## src/rtl/result_tx_sequencer_if.sv

```systemverilog
// rtl/result_tx_sequencer_if.sv - control/uart-side handshake bundle for result_tx_sequencer
interface result_tx_sequencer_if #(
    parameter int MAX_N  = 10,
    parameter int ELEM_W = 16
);
    logic                            start;
    logic [3:0]                      matrix_size;
    logic [MAX_N*MAX_N*ELEM_W-1:0]   result;
    logic                            tx_busy;
    logic                            tx_start;
    logic [7:0]                      tx_data;
    logic                            busy;
    logic                            done;

    modport master (
        output start, matrix_size, result, tx_busy,
        input  tx_start, tx_data, busy, done
    );

    modport slave (
        input  start, matrix_size, result, tx_busy,
        output tx_start, tx_data, busy, done
    );
endinterface

```

## src/rtl/result_tx_sequencer.sv

```systemverilog
// rtl/result_tx_sequencer.sv - streams the active NxN result elements to uart_tx, MSB byte first
module result_tx_sequencer #(
    parameter int MAX_N  = 10,
    parameter int ELEM_W = 16
) (
    input logic                    clk,
    input logic                    rst,
    result_tx_sequencer_if.slave   bus
);
    localparam int NE = MAX_N * MAX_N;

    typedef enum logic [2:0] {
        IDLE, LOAD, ISSUE, WAIT_ACK, WAIT_DONE, NEXT, FINISH
    } state_t;

    state_t                 state_q, state_d;
    logic [NE*ELEM_W-1:0]   snap_q, snap_d;
    logic [3:0]             n_q, n_d;
    logic [3:0]             row_q, row_d;
    logic [3:0]             col_q, col_d;
    logic                   hi_q, hi_d;
    logic                   tx_start_q, tx_start_d;
    logic [7:0]             tx_data_q, tx_data_d;
    logic                   busy_q, busy_d;
    logic                   done_q, done_d;
    logic [6:0]             idx;
    logic [ELEM_W-1:0]      elem;

    always_comb begin
        state_d = state_q;
        snap_d  = snap_q;
        n_d     = n_q;
        row_d   = row_q;
        col_d   = col_q;
        hi_d    = hi_q;
        case (state_q)
            IDLE: begin
                if (bus.start) begin
                    snap_d  = bus.result;
                    n_d     = (bus.matrix_size > 4'(MAX_N)) ? 4'(MAX_N) : bus.matrix_size;
                    state_d = LOAD;
                end
            end
            LOAD: begin
                row_d   = 4'd0;
                col_d   = 4'd0;
                hi_d    = 1'b1;
                state_d = (n_q == 4'd0) ? FINISH : ISSUE;
            end
            // The launch pulse is raised on the edge into (or while waiting in) ISSUE,
            // so ISSUE only has to retire once the registered pulse has been seen.
            ISSUE: begin
                if (tx_start_q) state_d = WAIT_ACK;
            end
            WAIT_ACK: begin
                if (bus.tx_busy) state_d = WAIT_DONE;
            end
            WAIT_DONE: begin
                if (!bus.tx_busy) state_d = NEXT;
            end
            NEXT: begin
                if (hi_q) begin
                    hi_d    = 1'b0;
                    state_d = ISSUE;
                end else if (row_q == n_q - 4'd1 && col_q == n_q - 4'd1) begin
                    hi_d    = 1'b1;
                    state_d = FINISH;
                end else begin
                    hi_d    = 1'b1;
                    state_d = ISSUE;
                    if (col_q == n_q - 4'd1) begin
                        col_d = 4'd0;
                        row_d = row_q + 4'd1;
                    end else begin
                        col_d = col_q + 4'd1;
                    end
                end
            end
            FINISH:  state_d = IDLE;
            default: state_d = IDLE;
        endcase

        // Byte select uses next-state counters so data is valid alongside the early pulse.
        idx        = 7'(32'(row_d) * MAX_N + 32'(col_d));
        elem       = snap_q[32'(idx)*ELEM_W +: ELEM_W];
        tx_start_d = (state_d == ISSUE) && !tx_start_q && !bus.tx_busy;
        tx_data_d  = tx_start_d ? (hi_d ? elem[15:8] : elem[7:0]) : tx_data_q;
        busy_d     = (state_d != IDLE);
        done_d     = (state_q == FINISH);
    end

    always_ff @(posedge clk or negedge rst) begin
        if (!rst) begin
            state_q    <= IDLE;
            snap_q     <= '0;
            n_q        <= 4'd0;
            row_q      <= 4'd0;
            col_q      <= 4'd0;
            hi_q       <= 1'b1;
            tx_start_q <= 1'b0;
            tx_data_q  <= 8'd0;
            busy_q     <= 1'b0;
            done_q     <= 1'b0;
        end else begin
            state_q    <= state_d;
            snap_q     <= snap_d;
            n_q        <= n_d;
            row_q      <= row_d;
            col_q      <= col_d;
            hi_q       <= hi_d;
            tx_start_q <= tx_start_d;
            tx_data_q  <= tx_data_d;
            busy_q     <= busy_d;
            done_q     <= done_d;
        end
    end

    assign bus.tx_start = tx_start_q;
    assign bus.tx_data  = tx_data_q;
    assign bus.busy     = busy_q;
    assign bus.done     = done_q;
endmodule

```

## src/flat_wrapper.sv

```systemverilog
// flat-port wrapper written by rule: the top's interface ports become plain ports
module result_tx_sequencer_flat 
#(
    parameter int MAX_N  = 10,
    parameter int ELEM_W = 16
)
  (clk, rst, bus_start, bus_matrix_size, bus_result, bus_tx_busy, bus_tx_start, bus_tx_data, bus_busy, bus_done);
  result_tx_sequencer_if #(.MAX_N(MAX_N), .ELEM_W(ELEM_W)) bus_i ();
  input logic clk;
  input logic rst;
  input wire logic [$bits(bus_i.start)-1:0] bus_start;
  input wire logic [$bits(bus_i.matrix_size)-1:0] bus_matrix_size;
  input wire logic [$bits(bus_i.result)-1:0] bus_result;
  input wire logic [$bits(bus_i.tx_busy)-1:0] bus_tx_busy;
  output wire logic [$bits(bus_i.tx_start)-1:0] bus_tx_start;
  output wire logic [$bits(bus_i.tx_data)-1:0] bus_tx_data;
  output wire logic [$bits(bus_i.busy)-1:0] bus_busy;
  output wire logic [$bits(bus_i.done)-1:0] bus_done;
  assign bus_i.start = bus_start;
  assign bus_i.matrix_size = bus_matrix_size;
  assign bus_i.result = bus_result;
  assign bus_i.tx_busy = bus_tx_busy;
  assign bus_tx_start = bus_i.tx_start;
  assign bus_tx_data = bus_i.tx_data;
  assign bus_busy = bus_i.busy;
  assign bus_done = bus_i.done;
  result_tx_sequencer #(.MAX_N(MAX_N), .ELEM_W(ELEM_W)) u_core (.clk(clk), .rst(rst), .bus(bus_i));
endmodule
```

## config.mk

```make
export PLATFORM = sky130hd
export DESIGN_NAME = result_tx_sequencer_flat
export DESIGN_NICKNAME = d
export VERILOG_FILES = /design/src/rtl/result_tx_sequencer_if.sv /design/src/rtl/result_tx_sequencer.sv /design/src/flat_wrapper.sv
export SDC_FILE = /design/constraint.sdc
export NUM_CORES = 2
export LEC_CHECK = 0
export CORE_AREA = 2 2 635 637
export DETAILED_ROUTE_END_ITERATION = 8
export DIE_AREA = 0 0 637 639
export HOLD_SLACK_MARGIN = 0.08
export PLACE_DENSITY_LB_ADDON = 0.15
export SETUP_SLACK_MARGIN = 0.2
export SLEW_MARGIN = 20
export SYNTH_ARGS = -nofsm -noshare
export SYNTH_HDL_FRONTEND = slang
export SYNTH_SLANG_ARGS = --single-unit
```

## constraint.sdc

```tcl
create_clock -name clk -period 7.5 [get_ports clk]
set_input_delay 1.5 -clock clk [delete_from_list [all_inputs] [get_ports clk]]
set_output_delay 1.5 -clock clk [all_outputs]
set_load 0.01 [all_outputs]
```

Word-level counts from Yosys, hierarchy flattened
Index checks and enable logic that the tools add are counted.

Add/sub/neg operators: 4. Multipliers: 1. Magnitude comparators: 1. Eq/ne operators: 9. Shift operators: 1. Multiplexer cells: 20. Reduce and logical (&&, ||, !) cells: 9.

Operator list (count): $shiftx A1600 B12 Y16 (1); $mux W4 (7); $mux W3 (7); $pmux W3 S6 (1); $pmux W4 S2 (2); $eq A3 B2 Y1 const B (3); $eq A3 B3 Y1 const B (3); $add A4 B1 Y4 const B (2); $eq A4 B4 Y1 (2); $mux W8 (1); $add A7 B4 Y7 (1); $mul A4 B3 Y6 const B (1); $gt A4 B4 Y1 const B (1); $logic_not A4 Y1 (1); $sub A4 B1 Y4 const B (1); $eq A3 B1 Y1 const B (1); $logic_and A1 B1 Y1 (3); $logic_not A3 Y1 (1); $reduce_bool A3 Y1 (1); $logic_not A1 Y1 (2); $pmux W1 S2 (1); $reduce_and A2 Y1 (1); $mux W1 (1).

Bits in registers: 1627. Output and inout port bits: 11. Word-level logic and storage cells: 55.

Depth between registers and ports, before layout
Depth after elaboration: 10. Gate-level depth with buffers: 28.

Least setup slack after synthesis
No wires, ideal clock.

Path kind: register to register. From: register u_core.n_q[0]. To: register u_core.tx_data_q[0] (netlist: u_core.bus.tx_data[0]). Setup time: 0.065 ns. Data arrival time: 5.250 ns. Required time: 7.435 ns. Setup slack: 2.184 ns. Stages on the path, launching flop included: 26. Path buffers: 2. Period minus slack after synthesis: 5.316 ns. Cells stage by stage: dfrtp_1 -> inv_1 -> ha_1 -> xnor2_1 -> or3_1 -> nor2_1 -> nand2_1 -> nor2_1 -> o21ai_0 -> and2_1 -> a41oi_1 -> inv_1 -> ha_1 -> ha_1 -> inv_1 -> fa_1 -> xnor2_1 -> clkbuf_1 -> nor3_1 -> clkbuf_1 -> a22oi_1 -> mux2_2 -> nand4_1 -> nand4_1 -> o41ai_1 -> o22a_1.

Cells in the longest elaborated chain, start to end: 10.

Ends and longest elaborated chain: start: declaration (line result_tx_sequencer.sv:18) `logic [3:0] n_q, n_d;`; start signal: assignment (line result_tx_sequencer.sv:107) `n_q <= n_d;`; $sub A4 B1 Y4 * (line result_tx_sequencer.sv:65, result_tx_sequencer.sv:71); $eq A4 B4 Y1 (on tied branches) (line result_tx_sequencer.sv:65, result_tx_sequencer.sv:71); $mux W4 / $logic_and A1 B1 Y1 (equally long branches) (line result_tx_sequencer.sv:71, result_tx_sequencer.sv:65); $mux W4 * (line result_tx_sequencer.sv:65) `end else if (row_q == n_q - 4'd1 && col_q == n_q - 4'd1) begin`; $mux W4 * (line result_tx_sequencer.sv:62) `if (hi_q) begin`; $pmux W4 S2 * (line result_tx_sequencer.sv:36) `case (state_q)`; via u_core.row_d[1] (line result_tx_sequencer.sv:19) `logic [3:0] row_q, row_d;`; $mul A4 B3 Y6 * (line result_tx_sequencer.sv:84) `idx = 7'(32'(row_d) * MAX_N + 32'(col_d));`; $add A7 B4 Y7 * (line result_tx_sequencer.sv:84); $shiftx A1600 B12 Y16 * (line result_tx_sequencer.sv:85) `elem = snap_q[32'(idx)*ELEM_W +: ELEM_W];`; $mux W8 * (line result_tx_sequencer.sv:87) `tx_data_d = tx_start_d ? (hi_d ? elem[15:8] : elem[7:0]) : tx_data_q;`; end signal: assignment (line result_tx_sequencer.sv:112) `tx_data_q <= tx_data_d;`; end: declaration (line result_tx_sequencer.sv:23) `logic [7:0] tx_data_q, tx_data_d;`.

Mark *: on every way through the listed nets, which the timed path passes. The rest lies on a longest branch. A chain may end at the register's enable or synchronous reset.

Worst setup path in the final report
From: register u_core.n_q[0]. To: register u_core.tx_data_q[1] (netlist: u_core.bus.tx_data[1]).

Same word-level chain as after synthesis.

==> reports/metrics.yaml <==
synth.distinct_cells: 70
crit_slowest_cell: "nor4_1"
insertion_delay_ns: 0.93
setup.worst_path.class: "flop to flop"
grt_max_degree: 208
slew_headroom: 0.210
crit_required_ns: 8.29
drt_wl_total_mm: 519
rsz0062_at_grt: "false"
ys_seq_area_frac: 0.546
yosysWarnings: 0
cts_hold_buffers: 0
power.total_mw: 41.1
hold_path_class: "input pin to async pin"
wl_per_cell_um: 31.4
start_kind: "flop"
grt_pass1_vias: 77200
fmax_mhz: 140
clk_path_buf_depth: 4
grt-ovfl-total: 0
area_delta_synth_final_pct: 41.3
grt_first_pass_wirelength_mm: 689
drc: 0
nFillCells: 43700
synthesis.area_um2: 74600
vias: 74700
cts-buffers-inserted: 217
clock_sinks: 1627
port-buffer-count: 1618
path_buf_inv: 4
dieArea_um2: 407000
antenna_left: 0
crit_arrival_ns: 7.92
hold_viol: 0
power_density_nw_per_um2: 390
finalCriticalPeriod_ns: 7.14
antenna_found_initial: 206
syn-num-nets: 11200
worst-path-max-fanout: 63
vias_per_cell: 4.52
synth_top_cell_by_area: "dfrtp_1"
cts_max_level: 4
dr.pass1.iters: 8
clk_pin_slew_ns: 0.06
synth.avg_cell_area_um2: 7.82
fp.coreArea_um2: 401000
tns_ns: 0
hpwl_mm: 404
final_max_slew_viol_count: 0
rows: 233
stdcell_area_um2: 105000
drtIter0Drc: 6840
start_util: 0.186
maxCapViolCount: 0
placed_area_um2: 97600
die_h_um: 639
cts_tree: "done"
period_share: 0.952
synth_edf_count: 0
outcome: "completed"
cp_top_family: "simple AND/OR/NAND/NOR gates"
cp_common_cell: "a21oi_1"
setup_violations: 0
async_flop_share: 1.00
synth_top_area_frac: 0.545
worst_pin_slew_ns: 1.18
ir_drop_mv: 0.203
layout-drive-gt1-share: 0.0624
ys_ff_latch: 1627
final_common_cell: "nand2_1"
track_usage: 0.247
synth_ff_type: "dfrtp_1"
cp-end-kind: "flop"
p_leak_nw: 50.3
io_pins: 1619
cts-root-buf: "clkbuf_16"
syn_inst: 9541
routabilityCongestion: 0.981
layout_common_cells: "5,969 x nand2_1, 1,626 x dfrtp_1, 1,617 x clkdlybuf4s50_1"
nets: 12600
path_cells: "inv_1, ha_1, xnor2_1, or3_1, nor2_1, nand2_1, nor2_1, a22o_1, ha_4, inv_1, fa_4, buf_4, nor2_4, nand2_4, buf_12, a21oi_1, nor4_1, a21oi_1, a2bb2oi_1, a21oi_1, o31ai_1"
die_width_um: 637
synth.area.top_cells: "dfrtp_1 55%, nand2_1 30%, clkbuf_1 2.3%, a21oi_1 2.3%, mux2i_1 1.7%"
fin_worst_skew_ns: 0.0384
crit_path_max_incr_delay_ns: 0.87
cell families after synthesis:
| logic type | count (synthesis) | share of synthesized area |
|---|---|---|
| buffers and inverters | 631 | 0.0360 |
| AND/OR/NAND/NOR | 6436 | 0.334 |
| flip-flops | 1627 | 0.546 |
| XOR/XNOR | 19 | 0.00263 |
| AO/OA/AOI/OAI | 656 | 0.0533 |
| adder cells (fa/ha/maj) | 11 | 0.00205 |
| multiplexers | 161 | 0.0261 |
sequential cells by signal, indices dropped and copies added, names as in the netlist:
name and flops:
u_core.bus.busy 1, u_core.bus.done 1, u_core.bus.tx_data 8, u_core.bus.tx_start 1
u_core.col_q 4, u_core.hi_q 1, u_core.n_q 4, u_core.row_q 4
u_core.snap_q 1600, u_core.state_q 3
power by group:
group | total (mW) | switching, mW | internal (mW) | leakage [nW]
registers | 15.7 | 2.84 | 12.9 | 20.3
clock network | 11.2 | 4.61 | 6.60 | 3.73
logic | 14.2 | 9.69 | 4.48 | 26.2
total | 41.1 | 17.1 | 24.0 | 50.3
per-layer routing:
metal	track usage	part of all wire	up-vias	wire length (µm)
met3	0.0449	0.061	771	31600
li1	-	-	33200	-
met2	0.421	0.49	2971	254000
met4	0.113	0.049	56	25300
met5	0	0.00064	-	332
met1	0.300	0.40	37700	207000
worst paths after layout:
check                                                     from                                end  slack, ns  cells past startpoint
worst max-delay path                 u_core.n_q[0]$_DFFE_PN0P_  u_core.bus.tx_data[1]$_DFFE_PN0P_       0.36                     21
worst max register to register       u_core.n_q[0]$_DFFE_PN0P_  u_core.bus.tx_data[1]$_DFFE_PN0P_       0.36                     21
worst min register to register  u_core.snap_q[543]$_DFFE_PN0P_     u_core.snap_q[543]$_DFFE_PN0P_       0.47                      2
max in group asynchronous                                  rst     u_core.snap_q[806]$_DFFE_PN0P_       5.05                      3
worst min-delay path                                       rst    u_core.snap_q[1424]$_DFFE_PN0P_       0.45                      1
min in group clk                u_core.snap_q[543]$_DFFE_PN0P_     u_core.snap_q[543]$_DFFE_PN0P_       0.47                      2
what timing repair did:
action,in CTS,in global routing
endpoints found under the setup margin,0,7
resized for setup,0,6
hold endpoints to repair,0,0
buffers inserted,0,2
area by class of cell:
type | instances | area, µm² | area share
clock inverter | 78 | 1040 | 0.00984
clock buffer | 325 | 6510 | 0.0618
timing repair buffer | 1819 | 18400 | 0.174
sequential | 1627 | 40700 | 0.386
tap | 5287 | 6620 | 0.0628
multi-input combinational | 7283 | 31900 | 0.302
antenna | 92 | 230 | 0.00218
inverter | 14 | 60.1 | 0.000570
per-stage QoR:
step / util / hold WS [ns] / worst slack [ns] / cells
after global placement: 0.243 / 0.454 / 0.256 / 16000
after detailed placement: 0.243 / 0.457 / 0.308 / 16000
after global routing: 0.263 / 0.486 / 0.270 / 16500
after floorplan: - / 0.440 / 2.18 / 9541
after CTS: 0.262 / 0.472 / 0.203 / 16400
final: 0.263 / 0.446 / 0.361 / 16500
cell usage after synthesis, drive strengths merged, types with 3 or more instances:
master and n:
a2111oi 5, a211oi 4, a21o 9, a21oi 344, a221oi 10, a22oi 39, a311oi 4, a31oi 95
a32oi 26, and2 4, and3 11, buf 155, clkbuf 462, dfrtp 1626, ha 9, inv 14
mux2 8, mux2i 127, mux4 26, nand2 5975, nand2b 3, nand3 248, nand4 62, nor2 28
nor2b 5, nor3 10, nor3b 3, nor4 76, o2111ai 8, o21ai 24, o221ai 3, o22a 4
o22ai 44, o41ai 18, or3 3, or4 3, xnor2 12, xor2 5
Power figures use the tool's default switching activity.
